## src/rtl/usb4_tc_noc_fifo_ctrl_8_37.sv

```systemverilog
// Show-ahead FIFO controller sequencing an external 8x37 two-port RAM (sync write, async read).
// Optional high-water-mark tracker is enabled by defining USB4_TC_NOC_FIFO_CTRL_HWM_EN.
module usb4_tc_noc_fifo_ctrl_8_37 #(
    parameter int DEPTH = 8,
    parameter int WIDTH = 37,
    parameter int AW    = 3
) (
    input  logic             clk,
    input  logic             rst_n,
    input  logic             flush,
    input  logic             in_valid,
    output logic             in_ready,
    input  logic [WIDTH-1:0] in_data,
    output logic             out_valid,
    input  logic             out_ready,
    output logic [WIDTH-1:0] out_data,
    output logic [AW:0]      count,
    output logic             ram_wen,
    output logic [AW-1:0]    ram_waddr,
    output logic [WIDTH-1:0] ram_wdata,
    output logic             ram_ren,
    output logic [AW-1:0]    ram_raddr,
    input  logic [WIDTH-1:0] ram_rdata,
    output logic [AW:0]      hwm,
    input  logic             hwm_clr
);

    localparam logic [AW:0] FULL = (AW+1)'(DEPTH);

    logic [AW-1:0] wr_ptr_q, wr_ptr_d;
    logic [AW-1:0] rd_ptr_q, rd_ptr_d;
    logic [AW:0]   count_q, count_d;
    logic          push, pop;

    // Handshakes are gated by rst_n so nothing completes while reset is held.
    assign in_ready  = (count_q != FULL);
    assign out_valid = (count_q != '0);
    assign push      = in_valid & in_ready & ~flush & rst_n;
    assign pop       = out_valid & out_ready & ~flush & rst_n;

    assign ram_wen   = push;
    assign ram_waddr = wr_ptr_q;
    assign ram_wdata = in_data;
    assign ram_ren   = out_valid;
    assign ram_raddr = rd_ptr_q;
    assign out_data  = ram_rdata;
    assign count     = count_q;

    always_comb begin
        wr_ptr_d = wr_ptr_q;
        rd_ptr_d = rd_ptr_q;
        count_d  = count_q;
        if (flush) begin
            wr_ptr_d = '0;
            rd_ptr_d = '0;
            count_d  = '0;
        end else begin
            if (push) wr_ptr_d = wr_ptr_q + AW'(1);
            if (pop)  rd_ptr_d = rd_ptr_q + AW'(1);
            case ({push, pop})
                2'b10:   count_d = count_q + (AW+1)'(1);
                2'b01:   count_d = count_q - (AW+1)'(1);
                default: count_d = count_q;
            endcase
        end
    end

    always_ff @(posedge clk or negedge rst_n) begin
        if (!rst_n) begin
            wr_ptr_q <= '0;
            rd_ptr_q <= '0;
            count_q  <= '0;
        end else begin
            wr_ptr_q <= wr_ptr_d;
            rd_ptr_q <= rd_ptr_d;
            count_q  <= count_d;
        end
    end

`ifdef USB4_TC_NOC_FIFO_CTRL_HWM_EN
    logic [AW:0] hwm_q, hwm_d;

    // Clear reloads with the post-edge occupancy; flush leaves the mark alone.
    always_comb begin
        hwm_d = hwm_q;
        if (hwm_clr)
            hwm_d = count_d;
        else if (count_d > hwm_q)
            hwm_d = count_d;
    end

    always_ff @(posedge clk or negedge rst_n) begin
        if (!rst_n)
            hwm_q <= '0;
        else
            hwm_q <= hwm_d;
    end

    assign hwm = hwm_q;
`else
    logic unused_hwm_clr;
    assign unused_hwm_clr = hwm_clr;
    assign hwm = '0;
`endif

endmodule

```

## config.mk

```make
export PLATFORM = sky130hd
export DESIGN_NAME = usb4_tc_noc_fifo_ctrl_8_37
export DESIGN_NICKNAME = d
export VERILOG_FILES = /design/src/rtl/usb4_tc_noc_fifo_ctrl_8_37.sv
export SDC_FILE = /design/constraint.sdc
export NUM_CORES = 1
export LEC_CHECK = 0
export CAP_MARGIN = 20
export CORE_ASPECT_RATIO = 1.1
export CORE_MARGIN = 2
export CORE_UTILIZATION = 22
export DETAILED_ROUTE_END_ITERATION = 10
export PLACE_DENSITY = 0.83
export SLEW_MARGIN = 0
export SYNTH_ARGS = -nofsm -noshare
export SYNTH_HDL_FRONTEND = slang
export SYNTH_SLANG_ARGS = --single-unit
export TNS_END_PERCENT = 100
```

## constraint.sdc

```tcl
create_clock -name clk -period 2.9 [get_ports clk]
set_clock_uncertainty 0.15 [all_clocks]
set_input_delay 0.435 -clock clk [delete_from_list [all_inputs] [get_ports clk]]
set_output_delay 0.435 -clock clk [all_outputs]
set_load 0.02 [all_outputs]
```

* Word-level counts from Yosys, hierarchy flattened
Cells that the tools add are included.
** Storage, ports and cells
- Bits in read-only memories :: 0
- Bits in registers :: 10
- Output and inout bits :: 92
- Memory bits (writable) :: 0
- Word-level logic and storage cells :: 27
- Memories kept :: 0
- Bits of input ports :: 80
- Latch bits :: 0
** Operators by class
- Divide/modulo/power cells :: 0
- Muxes and demuxes :: 6
- Shift-type cells :: 0
- Add/sub/neg operators :: 4
- Order comparisons :: 0
- Multipliers :: 0
- Equal/unequal tests :: 3
- Bitwise logic cells :: 7
- Reductions and logical operators :: 4
** Operators with widths (count)
- 2-to-1 mux 3 bit :: 4
- one-hot mux 4 bit (2 select lines) :: 1
- adder 3 x 1 -> 3 bit (second input constant) :: 2
- AND 1 bit :: 6
- adder 4 x 1 -> 4 bit (second input constant) :: 1
- 2-to-1 mux 4 bit :: 1
- inequality test 4 bit (second input constant) :: 1
- nonzero test 2 bit :: 2
- nonzero test 4 bit :: 1
- subtractor 4 x 1 -> 4 bit (second input constant) :: 1
- nonzero test 3 bit :: 1
- equality test 2 x 1 -> 1 bit (second input constant) :: 1
- equality test 2 bit (second input constant) :: 1
- NOT 1 bit :: 1

* Logic depth before layout (Yosys ltp)
Gate-level depths: netlist (run 1).
- Word-level depth :: 7
- Gate-level depth with buffers :: 11
- Gate-level depth less buffers :: 9

* Worst setup path after synthesis (run 1)
Ideal clock, no wire load.
- Path kind :: reg2reg
- Start :: register count_q[1], in the netlist count[1]
- End :: register count_q[3], in the netlist count[3]
- Data required time :: 2.612 ns
- Arrival :: 2.728 ns
- Path buffers :: 2
- Period minus slack after synthesis :: 3.016 ns
- Stages on the path, launching flop included :: 12
- Library setup time :: 0.138 ns
- Setup slack :: -0.116 ns
- Cells stage by stage :: dfrtp_1 or4b_4 and3_1 buf_6 buf_6 nor2b_1 ha_1 a21oi_1 nand2_1 nor3b_2 nand4bb_1 o211ai_1
** Between the ends
- Word-level cells in the longest chain between the ends :: 7
- Elaborated cells on any way between the ends :: 15
- Those cells by class :: 2 x add/sub; 3 x eq/ne; 2 x mux; 6 x bitwise; 2 x reduce/logical
** RTL lines
- start, declared :: line 32 : logic [AW:0] count_q, count_d;
- start signal, assigned :: line 76 : count_q <= count_d;
- inequality test 4 bit (*) :: line 36 : assign in_ready = (count_q != FULL);
- net in_ready :: line 12 : output logic in_ready,
- AND 1 bit (*) (3 in series) :: line 38 : assign push = in_valid & in_ready & ~flush & rst_n;
- net ram_wen :: line 18 : output logic ram_wen,
- equality test 2 x 1 -> 1 bit / equality test 2 bit (equally long branches) :: line 60 : case ({push, pop})
- one-hot mux 4 bit (2 select lines) :: line 60
- 2-to-1 mux 4 bit :: line 53 : if (flush) begin
Mark *: on every way through the listed nets, which the timed path passes. The rest lies on a longest branch.
A chain may end at the register's enable or synchronous reset.

* Worst setup path after layout (run 1)
- Start :: register count_q[1], in the netlist count[1]
- End :: register count_q[3], in the netlist count[3]
** Between the ends
- Word-level cells in the longest chain between the ends :: 7
- Elaborated cells on any way between the ends :: 15
- Those cells by class :: 2 x add/sub; 3 x eq/ne; 2 x mux; 6 x bitwise; 2 x reduce/logical
** RTL lines (line)
- inequality test 4 bit / nonzero test 4 bit (equally long branches) :: 36, 37
- AND 1 bit, on equally long branches (3 in series) :: 38, 39
- equality test 2 x 1 -> 1 bit / equality test 2 bit (equally long branches) :: 60
- one-hot mux 4 bit (2 select lines) :: 60
- 2-to-1 mux 4 bit :: 53
Several ways; a longest one is shown, not always the timed one.

==> summary.txt, run 1 <==
Clock network
  • CTS Buf Count: 3
  • Resize count post-CTS: 0
  • # clock sinks: 10
  • Clock Pin Slew Worst Setup and Hold Paths: 0.05 ns
  • Clock latency on the worst-skew pair: 0.23 ns
  • H-tree levels: 1
  • CTS tree: done
  • Hold Buf Count CTS: 0
  • Setup bufs post-CTS: 0
  • Clk root buf: clkbuf_8
  • CTS Buffer Depth: 2

Setup path
  • RR Endpoint: count[3]$_DFFE_PN0P_
  • CP Launch Point: count[1]$_DFFE_PN0P_
  • Required time worst endpoint: 2.86 ns
  • CP top delay family: simple AND/OR/NAND/NOR gates
  • Worst path cell trace: or4_4, and3_4, nor2b_4, ha_1, a21oi_1, nand2_1, nor3b_2, nand4bb_1, o211ai_1
  • Worst reg-to-reg path cell count: 9
  • Startpoint types: flip-flop
  • Crit path buf inv count: 0
  • Critical path type: flip-flop to flip-flop
  • Critical path's largest stage delay: 0.57 ns
  • R2R Path Start: count[1]$_DFFE_PN0P_
  • Max FO, Critical Path: 7
  • Worst Path Arrival: 2.62 ns
  • R2R setup slack: 0.24 ns
  • CP endpoint: count[3]$_DFFE_PN0P_
  • Critical path depth in cells: 9
  • CP endpoint kind: flip-flop
  • Slowest cell on the critical path: or4_4

Cells and area
  • P&R area growth vs syn: -20.93%
  • Commonest non-fill, non-tap cell in the layout: clkdlybuf4s50_1
  • Final instance area: 983.4 µm²
  • Leading cell types in the layout, fill and taps excluded: 18 x clkdlybuf4s50_1, 8 x dfrtp_1, 6 x nand2_1
  • Fin nets: 175
  • Share of cells above drive strength 1: 0.1573
  • Final Util: 0.1811
  • Antenna diodes: 0

Power and ir drop
  • Internal: 0.2897 mW
  • Leak: 0.4151 nW
  • Clk pwr share: 0.361
  • Part of the power in combinational logic: 0.246
  • Switching Share: 0.2696
  • Switch Pwr: 0.1069 mW
  • Pwr Density: 403.3 mW/mm²
  • Flop pwr share: 0.393
  • Post-layout power: 0.3966 mW
  • Worst VDD drop: 0.0001161 V

Floorplanning
  • Die Y: 82.86 µm
  • Site row count: 28
  • Die width: 75.69 µm
  • Initial Util: 0.2290
  • Die Area: 0.006271 mm²
  • Io pins: 172
  • Core area: 0.005430 mm²

Timing
  • Max Clock Freq: 375.7 MHz
  • Final Slew Violations: 0
  • Unrepaired setup endpoints after global routing: no
  • Post-route minimum period: 2.662 ns
  • Final Hold Viols: 0
  • Final cycle utilization of the critical path: 0.9178
  • Setup-failing EPs final: 0
  • Setup_tns: 0 ns

Global route
  • Largest net degree at the start of global routing: 14
  • Vias in the first global route: 605
  • Initial antenna violation count: 0
  • Total GRT Usage: 0.06859
  • Grt ovf: 0
  • Global-route wire length before repair: 3256 µm

Placement
  • GPL Wtd Cong: 0.7412
  • Placed instance area: 938.4 µm²
  • Port-buffer cells: 18
  • Post-DP HPWL: 1884 µm

Route
  • First DRT Iteration DRCs: 29
  • Via count: 646
  • Drt wl/cell: 13.87 µm
  • DRC violation count after routing: 0
  • Routed wire length: 2275 µm
  • Via density per instance: 3.939
  • Post-DRT Antenna Nets: 0
  • DRT Pass-1 Iters: 4

Synth
  • Sequential area share after synthesis: 0.2012
  • Gate count of the mapped netlist: 143
  • Average size of a mapped cell: 8.697 µm²
  • Async set-reset flop share out of synthesis: 1.000
  • Synth cell types: 27
  • Seq cells post-synth: 10
  • Netlist Area Pre-Place: 0.001244 mm²
  • Total of warnings raised by yosys: 0
  • Most common flop cell mapped by yosys: dfrtp_1
  • Post-synth EDFFs: 0

Min path
  • Worst Hold Class: input port to asynchronous set/reset pin

Flow run
  • Max-Cap Viols: 0

Outcome
  • Outcome: finished clean
==> cell usage after synthesis, drive strengths merged, types with 2 or more instances <==
master  number  area (µm²)
dfrtp       10       250.2
xnor2        2       17.52
nor2b        2       12.51
nand3        5       25.02
and3         2       17.52
buf         82       626.9
ha           4       50.05
nand2        6       22.52
a22oi        2       15.01
xor2         5       43.79
nor2         5       18.77
o21ai        4       20.01
nand2b       3       18.77
==> worst min path at each step <==
| stage | slack [ns] | cells past startpoint | endpoint | start |
|---|---|---|---|---|
| after floorplan | -0.01 | 0 | count[0]$_DFFE_PN0P_ | rst_n |
| after global placement | 0.36 | 1 | ram_waddr[0]$_DFFE_PN0P_ | ram_waddr[0]$_DFFE_PN0P_ |
| after detailed placement | 0.38 | 2 | ram_raddr[2]$_DFFE_PN0P_ | ram_raddr[2]$_DFFE_PN0P_ |
| after CTS | 0.38 | 2 | count[3]$_DFFE_PN0P_ | rst_n |
| after global routing | 0.39 | 2 | ram_raddr[0]$_DFFE_PN0P_ | rst_n |
| final | 0.37 | 2 | count[3]$_DFFE_PN0P_ | rst_n |
==> routing by layer <==
metal  vias up  share of wire  global-route usage
li1        267              -                   -
met1       305           0.28             0.05423
met2        40           0.45              0.1036
met3        34           0.17             0.04612
met4         0          0.090             0.07018
met5         -              0                   0
==> final cells by class <==
class                           count  area (µm²)
Tap cell                           75       93.84
Sequential cell                    10       252.7
Clock buffer                        4       45.04
Timing Repair Buffer               22       210.2
Multi-Input combinational cell     53       381.6
Fill cell                         603        4447
==> power groups by stage <==
stage               logic (mW)  clock network (mW)  registers [mW]
floorplan                0.207                   0           0.164
global placement        0.0964                   0           0.158
detailed placement      0.0985                   0           0.158
CTS                     0.0993               0.146           0.156
global route             0.107               0.151           0.157
finish                  0.0975               0.143           0.156
==> sequential cells by signal, indices dropped and copies added (netlist names) <==
register and count:
count 4, ram_raddr 3, ram_waddr 3
==> metrics by stage <==
step	setup slack (ns)	hold slack, ns	cells
finish	0.2384	0.3742	164
global route	0.08668	0.3925	164
CTS	0.2367	0.3781	164
detailed placement	0.1715	0.3753	160
global placement	0.2041	0.3552	160
floorplan	0.03553	-0.01059	146
==> cell families after synthesis <==
family,synth area share
mux,0.008049
buf+inv,0.5070
simple gates,0.1318
xor+xnor,0.04930
flops,0.2012
other cells,0.003015
fa+ha+maj,0.05634
compound gates,0.04325
Note: power is estimated with default switching activity, not from simulation.
==> inputs of run 2 (changes only) <==
--- a/config.mk
+++ b/config.mk
@@ -5,7 +5,6 @@
 export SDC_FILE = /design/constraint.sdc
 export NUM_CORES = 1
 export LEC_CHECK = 0
-export CAP_MARGIN = 20
 export CORE_ASPECT_RATIO = 1.1
 export CORE_MARGIN = 2
 export CORE_UTILIZATION = 22
==> constraint.sdc (replaced) <==
create_clock -name clk -period 2.9 [get_ports clk]
set_clock_uncertainty 0.15 [all_clocks]
set_input_delay 0.58 -clock clk [delete_from_list [all_inputs] [get_ports clk]]
set_output_delay 0.58 -clock clk [all_outputs]
set_load 0.02 [all_outputs]
==> run 2 against run 1 <==
  * Routed wire length rose by 2.3%
  * Global-route usage rose by 0.50 points
  * Sequential power hardly changed
  * Clock power up 21%
  * Highest routed layer unchanged
  * Count of clock-buffer cells in the layout unchanged
  * Via count is 1.5% lower
  * Combinational power down 0.5%
  * Critical path type unchanged
  * Non-clock buffer count up 1
  * Final cell count is 0.61% higher
  * Final area increased by 1.7%
==> summary.txt, run 2 (synthesis results as in run 1) <==
Outcome
  • Outcome: finished clean

Placement
  • Port-buffer cells: 18 (unchanged)
  • Post-DP HPWL: 1882 µm (about the same)
  • Place WS: -0.01119 ns (-0.1827 ns)
  • Placed instance area: 945.9 µm² (+0.80%)
  • GPL Wtd Cong: 0.7213 (-2.7%)

Setup path
  • CP endpoint kind: flip-flop
  • Worst Path Arrival: 2.65 ns (+0.03 ns)
  • Worst reg-to-reg path cell count: 9 (unchanged)
  • Worst path cell trace: or4b_4, and3_1, nor2b_4, ha_1, a21oi_1, nand2_1, nor3b_2, nand4bb_1, o211ai_1
  • Max FO, Critical Path: 6 (-1)
  • Critical path's largest stage delay: 0.55 ns (-0.02 ns)
  • Slowest cell on the critical path: or4b_4
  • Required time worst endpoint: 2.86 ns (about the same)
  • Critical path type: flip-flop to flip-flop
  • Startpoint types: flip-flop

Timing
  • Post-route minimum period: 2.695 ns (+0.03322 ns)
  • Setup-failing EPs final: 0 (unchanged)
  • Final cycle utilization of the critical path: 0.9293 (+0.01146)
  • Worst hold slack: 0.3735 ns (-0.0006880 ns)
  • Final WS setup: 0.2052 ns (-0.03322 ns)
  • Unrepaired setup endpoints after global routing: no
  • Final Hold Viols: 0 (unchanged)
  • Max Clock Freq: 371.1 MHz (-1.2%)
  • Final Slew Violations: 0 (unchanged)

Route
  • DRC violation count after routing: 0 (unchanged)
  • Post-DRT Antenna Nets: 0 (unchanged)
  • Via count: 636 (-1.5%)
  • Routed wire length: 2327 µm (+2.3%)
  • First DRT Iteration DRCs: 27 (-6.9%)
  • Via density per instance: 3.855 (-2.1%)
  • DRT Pass-1 Iters: 3 (-1)
  • Drt wl/cell: 14.10 µm (+1.7%)

Global route
  • Total GRT Usage: 0.07355 (+0.004965)
  • Global-route wire length before repair: 3470 µm (+6.6%)
  • Vias in the first global route: 602 (-0.50%)
  • Grt ovf: 0 (unchanged)
  • Initial antenna violation count: 0 (unchanged)
  • Largest net degree at the start of global routing: 14 (unchanged)

Floorplanning
  • Die Y: 82.86 µm (unchanged)
  • Initial Util: 0.2290 (unchanged)
  • Core area: 0.005430 mm² (unchanged)
  • Die width: 75.69 µm (unchanged)
  • Io pins: 172 (unchanged)
  • Die Area: 0.006271 mm² (unchanged)
  • Site row count: 28 (unchanged)

Flow run
  • Max-Cap Viols: 0 (unchanged)

Cells and area
  • Final instance area: 999.7 µm² (+1.7%)
  • Share of cells above drive strength 1: 0.1778 (+0.02047)
  • P&R area growth vs syn: -19.62%
  • Largest register FFs: 4 (unchanged)
  • Antenna diodes: 0 (unchanged)
  • Leading cell types in the layout, fill and taps excluded: 17 x clkdlybuf4s50_1, 8 x dfrtp_1, 6 x nand2_1
  • Fin nets: 176 (+0.57%)
  • Commonest non-fill, non-tap cell in the layout: clkdlybuf4s50_1
  • # fillers: 602 (-0.17%)

Clock network
  • Setup bufs post-CTS: 0 (unchanged)
  • CTS Buffer Depth: 2 (unchanged)
  • Resize count post-CTS: 1 (+1)
  • Clock latency on the worst-skew pair: 0.23 ns (about the same)
  • Clock Pin Slew Worst Setup and Hold Paths: 0.05 ns (about the same)
  • CTS Buf Count: 3 (unchanged)
  • H-tree levels: 1 (unchanged)
  • Clk root buf: clkbuf_8
  • Hold Buf Count CTS: 0 (unchanged)
  • # clock sinks: 10 (unchanged)
  • CTS tree: done

Power and ir drop
  • Leak: 0.4306 nW (+3.7%)
  • Worst VDD drop: 0.0001933 V (+67%)
  • Part of the power in combinational logic: 0.227 (-0.019)
  • Clk pwr share: 0.405 (+0.044)
  • Internal: 0.3132 mW (+8.1%)
  • Switching Share: 0.2660 (-0.003599)
  • Post-layout power: 0.4267 mW (+7.6%)
  • Pwr Density: 426.8 mW/mm² (+5.8%)
  • Switch Pwr: 0.1135 mW (+6.1%)
  • Flop pwr share: 0.367 (-0.026)

Min path
  • Worst Hold Class: flip-flop to flip-flop
  • Worst Hold Path Cells: 1
## run 2: routing by layer
layer	vias to the layer above	GRT usage	part of all wire
met3	36	0.04976	0.18
met2	42	0.1036	0.42
met5	-	0	0
met1	291	0.06296	0.31
met4	0	0.07974	0.095
li1	267	-	-
## run 2: area by class of cell
type | instances | area, µm² | share of cell area
well taps | 75 | 93.84 | 0.09387
flip-flops and latches | 10 | 252.7 | 0.2528
repair buffers | 23 | 216.5 | 0.2165
multi-input cells | 53 | 381.6 | 0.3817
clock buffers | 4 | 55.05 | 0.05507
## run 2: per-stage QoR
step,setup TNS (ns),util,cells
2_1_floorplan,0,-,146
3_3_place_gp,-0.005394,0.1742,161
3_5_place_dp,-0.01119,0.1742,161
4_1_cts,0,0.1841,165
5_1_grt,0,0.1841,165
6_report,0,0.1841,165
## run 2: power groups by stage
stage,registers [mW],clock network (mW),logic [mW]
4_1_cts,0.157,0.178,0.0987
2_1_floorplan,0.164,0,0.207
3_3_place_gp,0.158,0,0.0963
5_1_grt,0.158,0.189,0.107
6_report,0.157,0.173,0.0970
3_5_place_dp,0.159,0,0.0988
## run 2: worst paths after layout
kind                                       endpoint                startpoint  slack [ns]
max                            count[3]$_DFFE_PN0P_      count[0]$_DFFE_PN0P_        0.21
max in group asynchronous      count[0]$_DFFE_PN0P_                     rst_n        1.92
min                        ram_waddr[0]$_DFFE_PN0P_  ram_waddr[0]$_DFFE_PN0P_        0.37
min in group asynchronous      count[2]$_DFFE_PN0P_                     rst_n        0.53
max reg2reg                    count[3]$_DFFE_PN0P_      count[0]$_DFFE_PN0P_        0.21
min reg2reg                ram_waddr[0]$_DFFE_PN0P_  ram_waddr[0]$_DFFE_PN0P_        0.37
## run 2: worst max-delay path, delay by kind of cell (launching register included)
kind	cells	cell delay, ns
adder cells (fa/ha/maj)	1	0.27
flip-flops	1	0.46
AND/OR/NAND/NOR	6	1.43
AO/OA/AOI/OAI	2	0.26
==> inputs of run 3 (changes only) <==
--- a/config.mk
+++ b/config.mk
@@ -5,11 +5,13 @@
 export SDC_FILE = /design/constraint.sdc
 export NUM_CORES = 1
 export LEC_CHECK = 0
+export CELL_PAD_IN_SITES_DETAIL_PLACEMENT = 2
+export CELL_PAD_IN_SITES_GLOBAL_PLACEMENT = 2
 export CORE_ASPECT_RATIO = 1.1
 export CORE_MARGIN = 2
-export CORE_UTILIZATION = 22
+export CORE_UTILIZATION = 10
 export DETAILED_ROUTE_END_ITERATION = 10
-export PLACE_DENSITY = 0.83
+export PLACE_DENSITY = 0.85
 export SLEW_MARGIN = 0
 export SYNTH_ARGS = -nofsm -noshare
 export SYNTH_HDL_FRONTEND = slang
==> run 3 against run 2 <==
  * Critical path depth grew 1
  * Register-to-register slack lost 0.06 ns
  * Critical endpoint unchanged
  * Core utilization shrank 8.7 points
  * Non-clock buffer count grew 4
  * Die area grew 110%
  * Count of clock-buffer cells in the layout is the same
  * Worst hold slack gained 0.0051 ns
  * Clock power grew 57%
  * Maximum frequency shrank 2.0%
  * Setup slack lost 0.056 ns
  * Sequential share of layout area shrank 3.7 points
  * First-iteration DRC count shrank 37%
==> summary.txt, run 3 (synthesis results as in run 1) <==
Clock network
  • # clock sinks: 10 (unchanged)
  • CTS Buf Count: 3 (unchanged)
  • Clock Pin Slew Worst Setup and Hold Paths: 0.04 ns (about the same)
  • CTS tree: done
  • Clk root buf: clkbuf_16
  • CTS Buffer Depth: 2 (unchanged)
  • Hold Buf Count CTS: 0 (unchanged)
  • Setup bufs post-CTS: 0 (unchanged)
  • H-tree levels: 1 (unchanged)
  • Clock latency on the worst-skew pair: 0.23 ns (about the same)

Timing
  • Setup-failing EPs final: 0 (unchanged)
  • Final Hold Viols: 0 (unchanged)
  • Post-route minimum period: 2.751 ns (+0.05625 ns)
  • Setup_tns: 0 ns (unchanged)
  • Final cycle utilization of the critical path: 0.9487 (+0.01940)
  • Unrepaired setup endpoints after global routing: no
  • Worst hold slack: 0.3786 ns (+0.005126 ns)
  • Max Clock Freq: 363.5 MHz (-2.0%)
  • Final Slew Violations: 0 (unchanged)

Setup path
  • Worst path cell trace: buf_4, or4_4, and3_4, nor2b_4, ha_1, a21oi_2, nand2_1, nor3b_2, nand4bb_1, o211ai_1
  • R2R setup slack: 0.15 ns (-0.06 ns)
  • RR Endpoint: count[3]$_DFFE_PN0P_
  • Worst reg-to-reg path cell count: 10 (+1)
  • Required time worst endpoint: 2.85 ns (about the same)
  • R2R Path Start: count[0]$_DFFE_PN0P_
  • Critical path's largest stage delay: 0.55 ns (about the same)
  • Max FO, Critical Path: 4 (-2)
  • CP endpoint: count[3]$_DFFE_PN0P_
  • CP endpoint kind: flip-flop
  • Startpoint types: flip-flop
  • CP Launch Point: count[0]$_DFFE_PN0P_
  • Slowest cell on the critical path: or4_4
  • Worst Path Arrival: 2.70 ns (+0.05 ns)
  • Critical path type: flip-flop to flip-flop

Global route
  • Vias in the first global route: 742 (+23%)
  • Largest net degree at the start of global routing: 14 (unchanged)
  • Total GRT Usage: 0.03558 (-0.03797)
  • Grt ovf: 0 (unchanged)
  • Global-route wire length before repair: 3767 µm (+8.6%)
  • Initial antenna violation count: 0 (unchanged)

Route
  • Via count: 670 (+5.3%)
  • First DRT Iteration DRCs: 17 (-37%)
  • Routed wire length: 2443 µm (+5.0%)
  • Drt wl/cell: 9.851 µm (-30%)
  • Via density per instance: 2.702 (-30%)
  • DRC violation count after routing: 0 (unchanged)
  • Post-DRT Antenna Nets: 0 (unchanged)
  • DRT Pass-1 Iters: 3 (unchanged)

Min path
  • Worst Hold Class: flip-flop to flip-flop

Power and ir drop
  • Leak: 0.4692 nW (+9.0%)
  • Worst VDD drop: 0.0003453 V (+79%)
  • Pwr Density: 457.0 mW/mm² (+7.1%)

Cells and area
  • P&R area growth vs syn: -6.036%
  • Fin nets: 180 (+2.3%)
  • Leading cell types in the layout, fill and taps excluded: 17 x clkdlybuf4s50_1, 9 x buf_4, 8 x dfrtp_1, 6 x nand2_1
  • Commonest non-fill, non-tap cell in the layout: clkdlybuf4s50_1
  • Largest register FFs: 4 (unchanged)
  • Antenna diodes: 0 (unchanged)
  • Share of cells above drive strength 1: 0.2340 (+0.05626)

Floorplanning
  • Io pins: 172 (unchanged)
  • Die Area: 0.01335 mm² (+110%)
  • Core area: 0.01209 mm² (+120%)
  • Initial Util: 0.1029 (-0.1261)
  • Die Y: 121.0 µm (+46%)
  • Die width: 110.3 µm (+46%)
  • Site row count: 42 (+50%)

Placement
  • Port-buffer cells: 18 (unchanged)
  • Post-DP HPWL: 1899 µm (+0.86%)
  • GPL Wtd Cong: 0.6859 (-4.9%)

Flow run
  • Max-Cap Viols: 0 (unchanged)

Outcome
  • Outcome: finished clean
[run 3: cell types whose count changed in the layout (fill, tap and decap cells not counted), sizes merged]
cell	before	now
buf	5	9
[run 3: worst max-delay path: cells and delay by family, from the launching register on]
kind | cells | cell delay, ns
AND/OR/NAND/NOR | 6 | 1.32
flip-flops | 1 | 0.41
adder cells (fa/ha/maj) | 1 | 0.32
AO/OA/AOI/OAI | 2 | 0.25
buffers and inverters | 1 | 0.16
[run 3: metal layers]
metal	global-route usage	routed length, µm
met5	0	0
met4	0.02891	165
met2	0.06327	1168
met3	0.005371	232
met1	0.03592	876
[run 3: where the power goes]
group          switching [mW]  leakage (nW)  internal, mW
Combinational          0.0577         0.290        0.0513
Sequential            0.00773         0.135         0.147
Clock                  0.0634        0.0442         0.207
Total                   0.129         0.469         0.405
[run 3: timing repair]
item                       in CTS  in global routing
setup endpoints to repair       1                  1
pin swaps                       0                  1
gates resized for setup         1                  2
[run 3: layout make-up]
cell class,count,area [µm²]
timing repair buffer,27,246.5
fill,1416,10920
tap,154,192.7
clock buffer,4,88.84
sequential,10,252.7
multi-input combinational,53,387.9
[run 3: per-stage QoR]
| step | std cells | setup slack (ns) | util | power, mW | cell area (µm²) |
|---|---|---|---|---|---|
| after CTS | 248 | 0.09591 | 0.09617 | 0.5395 | 1162 |
| after floorplan | 146 | 0.03553 | - | 0.3711 | 1265 |
| after detailed placement | 244 | -0.1688 | 0.08892 | 0.2661 | 1075 |
| final | 248 | 0.1489 | 0.09669 | 0.5341 | 1169 |
| after global placement | 244 | -0.05288 | 0.08892 | 0.2604 | 1075 |
| after global routing | 248 | 0.01036 | 0.09669 | 0.5633 | 1169 |
[run 3: worst min path at each step]
stage,startpoint,to,slack [ns],cells after the start
2_1_floorplan,rst_n,count[0]$_DFFE_PN0P_,0.13,0
3_3_place_gp,ram_waddr[0]$_DFFE_PN0P_,ram_waddr[0]$_DFFE_PN0P_,0.35,1
3_5_place_dp,ram_waddr[0]$_DFFE_PN0P_,ram_waddr[0]$_DFFE_PN0P_,0.37,1
4_1_cts,ram_waddr[0]$_DFFE_PN0P_,ram_waddr[0]$_DFFE_PN0P_,0.38,1
5_1_grt,ram_waddr[0]$_DFFE_PN0P_,ram_waddr[0]$_DFFE_PN0P_,0.44,1
6_report,ram_waddr[0]$_DFFE_PN0P_,ram_waddr[0]$_DFFE_PN0P_,0.38,1
